$ cat src/rtl/reg_writeback_pkg.sv
// reg_writeback_pkg: shared defaults for the register-file write-back slice.
// Optional feature macro used by the top: WB_FWD_EN (write-stage forwarding).
package reg_writeback_pkg;

    localparam int XLEN_DEF   = 64;  // register file word width
    localparam int ADDR_W_DEF = 5;   // 32 architectural registers
    localparam int DEPTH_DEF  = 4;   // load FIFO entries
    localparam int X0         = 0;   // hard-wired zero register index

endpackage

$ cat src/rtl/reg_writeback_wb_fifo.sv
// wb_fifo: small synchronous FIFO holding {rd, data} load entries that lost
// arbitration for the write port. Pointers carry one extra wrap bit so
// full/empty are distinguished without a counter.
module wb_fifo #(
    parameter int W     = 69,
    parameter int DEPTH = 4
) (
    input  logic         clk,
    input  logic         rst_n,
    input  logic         push,
    input  logic         pop,
    input  logic [W-1:0] din,
    output logic [W-1:0] dout,
    output logic         full,
    output logic         empty
);
    localparam int AW = $clog2(DEPTH);

    logic [W-1:0] mem [DEPTH];
    logic [AW:0]  wptr;
    logic [AW:0]  rptr;

    assign empty = (wptr == rptr);
    assign full  = (wptr[AW] != rptr[AW]) && (wptr[AW-1:0] == rptr[AW-1:0]);
    assign dout  = mem[rptr[AW-1:0]];

    // Pointer update; reset empties the FIFO without touching storage.
    always_ff @(posedge clk or negedge rst_n) begin
        if (!rst_n) begin
            wptr <= '0;
            rptr <= '0;
        end else begin
            if (push && !full) wptr <= wptr + (AW+1)'(1);
            if (pop && !empty) rptr <= rptr + (AW+1)'(1);
        end
    end

    // Entry storage; contents are only meaningful between the pointers.
    always_ff @(posedge clk) begin
        if (push && !full) mem[wptr[AW-1:0]] <= din;
    end

endmodule

$ cat src/rtl/reg_writeback.sv
// reg_writeback: drives the register-file write port. Each cycle at most one
// result is registered, ALU first, then the oldest buffered load, then a load
// arriving this cycle. A pending-load scoreboard feeds the decode stall.
// Optional feature: define WB_FWD_EN to forward the write stage to rs1/rs2.
module reg_writeback
    import reg_writeback_pkg::*;
#(
    parameter int XLEN   = XLEN_DEF,
    parameter int ADDR_W = ADDR_W_DEF,
    parameter int DEPTH  = DEPTH_DEF
) (
    input  logic              clk,
    input  logic              rst_n,
    input  logic              alu_valid,
    input  logic [ADDR_W-1:0] alu_rd,
    input  logic [XLEN-1:0]   alu_data,
    input  logic              ld_valid,
    output logic              ld_ready,
    input  logic [ADDR_W-1:0] ld_rd,
    input  logic [XLEN-1:0]   ld_data,
    input  logic              iss_valid,
    input  logic [ADDR_W-1:0] iss_rd,
    input  logic [ADDR_W-1:0] rs1,
    input  logic [ADDR_W-1:0] rs2,
    output logic              stall,
    output logic              writereg,
    output logic [ADDR_W-1:0] rd,
    output logic [XLEN-1:0]   writedata,
    output logic              fwd1_hit,
    output logic              fwd2_hit,
    output logic [XLEN-1:0]   fwd1_data,
    output logic [XLEN-1:0]   fwd2_data
);
    localparam int EW   = ADDR_W + XLEN;
    localparam int NREG = 1 << ADDR_W;
    localparam logic [ADDR_W-1:0] RZ = ADDR_W'(X0);

    logic              fifo_full, fifo_empty, fifo_push, fifo_pop, ld_acc;
    logic [EW-1:0]     fifo_head;
    logic              sel_valid, sel_ld;
    logic [ADDR_W-1:0] sel_rd;
    logic [XLEN-1:0]   sel_data;
    logic [NREG-1:0]   pending;

    // Ready depends only on FIFO occupancy, so a full FIFO never takes a
    // load even if it pops this cycle.
    assign ld_ready = !fifo_full;
    assign ld_acc   = ld_valid && ld_ready;

    wb_fifo #(.W(EW), .DEPTH(DEPTH)) u_fifo (
        .clk   (clk),
        .rst_n (rst_n),
        .push  (fifo_push),
        .pop   (fifo_pop),
        .din   ({ld_rd, ld_data}),
        .dout  (fifo_head),
        .full  (fifo_full),
        .empty (fifo_empty)
    );

    // Source arbitration: ALU > FIFO head > bypass of the incoming load.
    always_comb begin
        sel_valid = 1'b0;
        sel_ld    = 1'b0;
        sel_rd    = '0;
        sel_data  = '0;
        fifo_pop  = 1'b0;
        fifo_push = 1'b0;
        if (alu_valid) begin
            sel_valid = 1'b1;
            sel_rd    = alu_rd;
            sel_data  = alu_data;
            fifo_push = ld_acc;
        end else if (!fifo_empty) begin
            sel_valid = 1'b1;
            sel_ld    = 1'b1;
            {sel_rd, sel_data} = fifo_head;
            fifo_pop  = 1'b1;
            fifo_push = ld_acc;
        end else if (ld_acc) begin
            sel_valid = 1'b1;
            sel_ld    = 1'b1;
            sel_rd    = ld_rd;
            sel_data  = ld_data;
        end
    end

    // Output stage; x0 results are consumed but never enable the write.
    always_ff @(posedge clk or negedge rst_n) begin
        if (!rst_n) begin
            writereg  <= 1'b0;
            rd        <= '0;
            writedata <= '0;
        end else begin
            writereg <= sel_valid && (sel_rd != RZ);
            if (sel_valid) begin
                rd        <= sel_rd;
                writedata <= sel_data;
            end
        end
    end

    // Scoreboard: the later set overrides a same-cycle clear of one index.
    always_ff @(posedge clk or negedge rst_n) begin
        if (!rst_n) begin
            pending <= '0;
        end else begin
            if (sel_valid && sel_ld) pending[sel_rd] <= 1'b0;
            if (iss_valid && (iss_rd != RZ)) pending[iss_rd] <= 1'b1;
        end
    end

`ifdef WB_FWD_EN
    assign fwd1_hit  = writereg && (rd == rs1) && (rs1 != RZ);
    assign fwd2_hit  = writereg && (rd == rs2) && (rs2 != RZ);
    assign fwd1_data = writedata;
    assign fwd2_data = writedata;
`else
    assign fwd1_hit  = 1'b0;
    assign fwd2_hit  = 1'b0;
    assign fwd1_data = '0;
    assign fwd2_data = '0;
`endif

    // A forwarded source is already available, so it does not stall.
    assign stall = (pending[rs1] && !fwd1_hit) || (pending[rs2] && !fwd2_hit);

    // Issuing a load to a register that already has one outstanding is illegal.
    a_no_double_issue: assert property (@(posedge clk) disable iff (!rst_n)
        !(iss_valid && (iss_rd != RZ) && pending[iss_rd]));

endmodule

$ cat config.mk
export PLATFORM = sky130hd
export DESIGN_NAME = reg_writeback
export DESIGN_NICKNAME = d
export VERILOG_FILES = /design/src/rtl/reg_writeback_pkg.sv /design/src/rtl/reg_writeback_wb_fifo.sv /design/src/rtl/reg_writeback.sv
export SDC_FILE = /design/constraint.sdc
export NUM_CORES = 1
export LEC_CHECK = 0
export ABC_AREA = 0
export BUFFER_PORTS_ARGS = -buffer_cell sky130_fd_sc_hd__buf_2
export CAP_MARGIN = 10
export CORE_ASPECT_RATIO = 0.6
export CORE_MARGIN = 3
export CORE_UTILIZATION = 40
export DETAILED_ROUTE_END_ITERATION = 10
export SLEW_MARGIN = 10
export SYNTH_ARGS = -nofsm -noshare
export SYNTH_HDL_FRONTEND = slang
export SYNTH_SLANG_ARGS = --single-unit
$ cat constraint.sdc
create_clock -name clk -period 8.3 [get_ports clk]
set_clock_uncertainty 0.2 [all_clocks]
set_input_delay 1.66 -clock clk [delete_from_list [all_inputs] [get_ports clk]]
set_output_delay 1.66 -clock clk [all_outputs]
set_load 0.01 [all_outputs]
Word level (Yosys, flattened, before mapping)

Memories as Yosys holds them, arrays and structs flattened.
Cells that the tools add are included.
W data, S select, Z words.

Bits in registers: 108
Bits in latches: 0
Bits in writable memories: 276
Bits in read-only memories: 0
Word-level logic and storage cells: 61
Memories kept: 1

Memory list:

| memory     | words | bits a word | rd ports | clocked after memory_dff | wr ports | RTL line                    | source |
|---|---|---|---|---|---|---|---|
| u_fifo.mem | 4     | 69          | 1        | 0                        | 1        | reg_writeback_wb_fifo.sv:19 | `logic [W-1:0] mem [DEPTH];` |

Add/subtract/negate cells: 2
Multiply operators: 0
Divide/modulo/power cells: 0
Magnitude comparators: 6
Equal/unequal tests: 3
Shifts and indexed selects: 0
Muxes and demuxes: 26
Bitwise gates (word level): 3
Reduce and logical (&&, ||, !) cells: 14

Operator list:

| operator              | number |
|---|---|
| $mux W64              | 3 |
| $mux W32              | 2 |
| $and A32 B32 Y32      | 1 |
| $not A32 Y32          | 1 |
| $or A32 B32 Y32       | 1 |
| $lt A5 B6 Y1 const B  | 4 |
| $mux W5               | 3 |
| $mux W1               | 14 |
| $bmux W1 S5           | 2 |
| $demux W1 S5          | 2 |
| $ge A5 B1 Y1 const B  | 2 |
| $reduce_bool A5 Y1    | 2 |
| $logic_and A1 B1 Y1   | 9 |
| $add A3 B1 Y3 const B | 2 |
| $eq A3 B3 Y1          | 1 |
| $eq A2 B2 Y1          | 1 |
| $logic_not A1 Y1      | 2 |
| $logic_or A1 B1 Y1    | 1 |
| $ne A1 B1 Y1          | 1 |

Depth between registers and ports, before layout

Depth after elaboration: 16
Depth in mapped cells: 9

Cells and area by module

A second synthesis with hierarchy kept.

Cells, all modules: 1192
Area total of the unflattened synthesis: 17301.6 µm²

By module, submodules not included:

| module        | instances | cells an instance | area an instance (µm²) |
|---|---|---|---|
| wb_fifo       | 1         | 409               | 10413.7 |
| reg_writeback | 1         | 783               | 6887.9 |

Worst setup path after synthesis

OpenSTA, ideal clock, no wires.

Path type: in2out
Start point: in rs1[0]
End point: out stall
Arrival time: 3318 ps
Required time: 6440 ps
Setup slack: 3122 ps
Stages on the path: 5
Cell sequence: clkbuf_1 -> mux4_2 -> mux4_2 -> mux2i_1 -> nand2_1

Longest elaborated chain between the ends: 3

RTL lines:

| what                          | RTL line             | source |
|---|---|---|
| start: declaration            | reg_writeback.sv:23  | `input logic [ADDR_W-1:0] rs1,` |
| $bmux W1 S5                   | reg_writeback.sv:126 | `assign stall = (pending[rs1] && !fwd1_hit) \|\| (pending[rs2] && !fwd2_hit);` |
| $mux W1 (implied by the code) | reg_writeback.sv:126 |  |
| $logic_or A1 B1 Y1            | reg_writeback.sv:126 |  |
| end: declaration              | reg_writeback.sv:25  | `output logic stall,` |

No other way between the ends. The select of a mux whose other input is x is not followed.

Worst setup path after layout

Ends and elaborated chain as after synthesis.

==> impl_metrics.toml <==
[pwr]
peakVddDrop_mv = 0.211
power.switching_uw = 2460
p_int_uw = 4680
pwr-share-clk_pct = 25.0
p_sw_share_pct = 34.4
p_comb_share_pct = 32.6
pwr_density_cell_nw_per_um2 = 363
fin_total_pwr_uw = 7140
seqPwrFrac_pct = 42.4
p_leak_uw = 0.00712

[yosys]
synth_edf_count = 276
yosys-top-cells-area = "edfxtp_1, dfrtp_1, mux4_2"
synthDominantCellAreaShare_pct = 48.1
yosys-top-cells-count = "edfxtp_1, buf_4, dfrtp_1"
ys_warn_count = 0
yosysMostFrequentCell = "edfxtp_1"
yosysTopAreaCell = "edfxtp_1"
yosysUniqueCellTypes = 57
async_flop_share_pct = 28.1
yosysSeqAreaShare_pct = 63.8
synth_flop_cell = "edfxtp_1"
syn_area_per_cell_um2 = 14.9
ys_ff_latch = 384
syn_area_um2 = 17200
synthCells = 1159

[drt]
via_count = 10300
final_antenna_net_count = 0
wl_per_cell_um = 20.5
initialDrtViolationCount = 929
wl_mm = 40.3
drc = 0
viasPerCell = 5.22
firstDrtPassIters = 7

[global_route]
globalRoute.totalOverflow = 0
grt_max_degree = 112
grt_pass1_vias = 10300
grt_pass1_wl_mm = 62.1
groute.usage.overall_pct = 17.5
antenna_found_initial = 10

[worst_setup_path]
r2r_slack_ps = 4240
start_kind = "input port"
rr_endpoint = "writedata[16]"
r2r_cells = 5
cp.required_ps = 6440
cp_max_fo = 8
arrival_ps = 3300
crit_type = "in2out"
crit_path_end_kind = "output pin"
r2r_start = "u_fifo.rptr[0]"

[sta]
fin_hold_ws_ps = 308
relSlewSlack_pct = 25.9
grt_setup_unrepaired = "false"
finalCritPeriodShare_pct = 62.1
finalSetupTns_ps = 0
worstMarginPinSlew_ps = 1110
setup_viol = 0
max_freq_ghz = 0.194
min_period_ps = 5160
drv_slew = 0
hold_viol_final = 0

[clock_tree]
clk_latency_ps = 530
cts_tree = "yes"
clock_path_buffers = 3
path_clk_slew_ps = 60
cts_hold_buf = 0
clock-root-buffer = "clkbuf_16"
htree_levels = 2
clock-sinks = 384
numCtsBuffers = 38
cts_setup_buffers = 0
cts_resized = 0

[hold_path]
worstHoldPathCells = 2
hold_start = "rd[2]"
worstHoldEndpoint = "rd[2]"
hold_class = "reg2reg"

[layout]
n_fill_cell = 3760
final_nets = 1527
finish.utilization_pct = 46.6
area_delta_synth_final_pct = 14.1
drive_gt1_share_pct = 29.3
stdcell_area_um2 = 19700
multi_input_area_um2 = 5380
seq_area_um2 = 11000

[floorplanning]
initial_core_util_pct = 40.8
core_um2 = 42200
dieHeight_um = 167
rows = 58
pin_count = 360
die_width_um = 274
die-area_um2 = 45700

[placement]
dpl.hpwl_mm = 26.0
port_buffers = 229
gp_congestion = 0.857
placedInstanceArea_um2 = 18300

[flow_run]
max-cap-violations = 0

[status]
status = "finished clean"
-- cells by family after synthesis --
| group | share of synthesized area, % |
|---|---|
| flops | 63.8 |
| compound gates | 8.73 |
| buf+inv | 7.87 |
| simple gates | 6.49 |
| mux | 12.1 |
| xor+xnor | 0.682 |
| fa+ha+maj | 0.363 |
| other cells | 0.0218 |
-- layout make-up --
cell class | count | share of cell area (%)
Clock buffer | 51 | 5.40
Inverter | 4 | 0.0891
Clock inverter | 19 | 1.25
Timing Repair Buffer | 240 | 6.27
Tap cell | 570 | 3.63
Multi-Input combinational cell | 696 | 27.4
Sequential cell | 384 | 55.9
Antenna cell | 4 | 0.0509
-- state kept, by name, indices dropped and copies added (netlist names) --
signal and flops:
pending 32, rd 5, u_fifo.mem 276, u_fifo.rptr 3
u_fifo.wptr 3, writedata 64, writereg 1
-- cells in the final DEF, fill, tap and decap left out, types with 3 or more instances in the layout --
cell	netlist	routed
bufinv_16	0	5
xor2_4	3	3
nor3b_1	3	3
buf_4	132	13
ha_1	5	5
mux2i_1	4	4
o21ai_0	67	67
o22ai_1	64	64
clkinv_2	0	7
nor3_1	6	6
mux4_2	89	89
o31a_1	3	3
nor4_1	22	22
inv_1	3	3
a22oi_1	3	3
dfrtp_1	108	106
clkbuf_1	41	8
a21oi_1	100	100
a2111oi_0	6	6
clkinv_1	0	3
clkbuf_16	0	39
clkbuf_8	0	4
nand2_1	22	22
edfxtp_1	276	276
diode_2	0	4
nor2_1	55	55
nand3_1	3	3
nand3b_1	67	67
a31oi_1	4	4
conb_1	1	130
and2_4	0	4
buf_2	16	227
-- per-layer routing --
metal / track usage [%] / vias to the layer above / routed length [um]
met1: 26.3 / 5190 / 18300
met5: 0 / - / 52
met2: 26.0 / 332 / 18400
met3: 4.06 / 60 / 2930
li1: - / 4687 / -
met4: 4.17 / 10 / 665
-- critical path, cell delays in order --
cell     delay, ps
buf_2          240
mux4_2         530
mux4_2         480
mux2i_1        170
nand2_1         80
buf_2          140
-- per-stage QoR --
step	instances	setup WS, ps
3_5_place_dp	1894	3120
6_report	1968	3140
4_1_cts	1964	3120
2_1_floorplan	1288	3120
5_1_grt	1968	3040
3_3_place_gp	1894	3120
-- power groups by stage --
stage	clock network [uW]	logic [uW]	registers (uW)
floorplan	0	1670	2980
global route	1930	2560	3100
CTS	1850	2360	3030
detailed placement	0	2350	3060
finish	1790	2330	3030
global placement	0	2330	3050
-- worst max-delay path by stage --
stage          startpoint     to  slack (ps)  depth (start not counted)
2_1_floorplan      rs1[0]  stall        3120                          5
3_3_place_gp       rs1[0]  stall        3120                          6
3_5_place_dp       rs1[0]  stall        3120                          6
4_1_cts            rs1[0]  stall        3120                          6
5_1_grt            rs1[0]  stall        3040                          6
6_report           rs1[0]  stall        3140                          6
(Power assumes the default switching activity.)
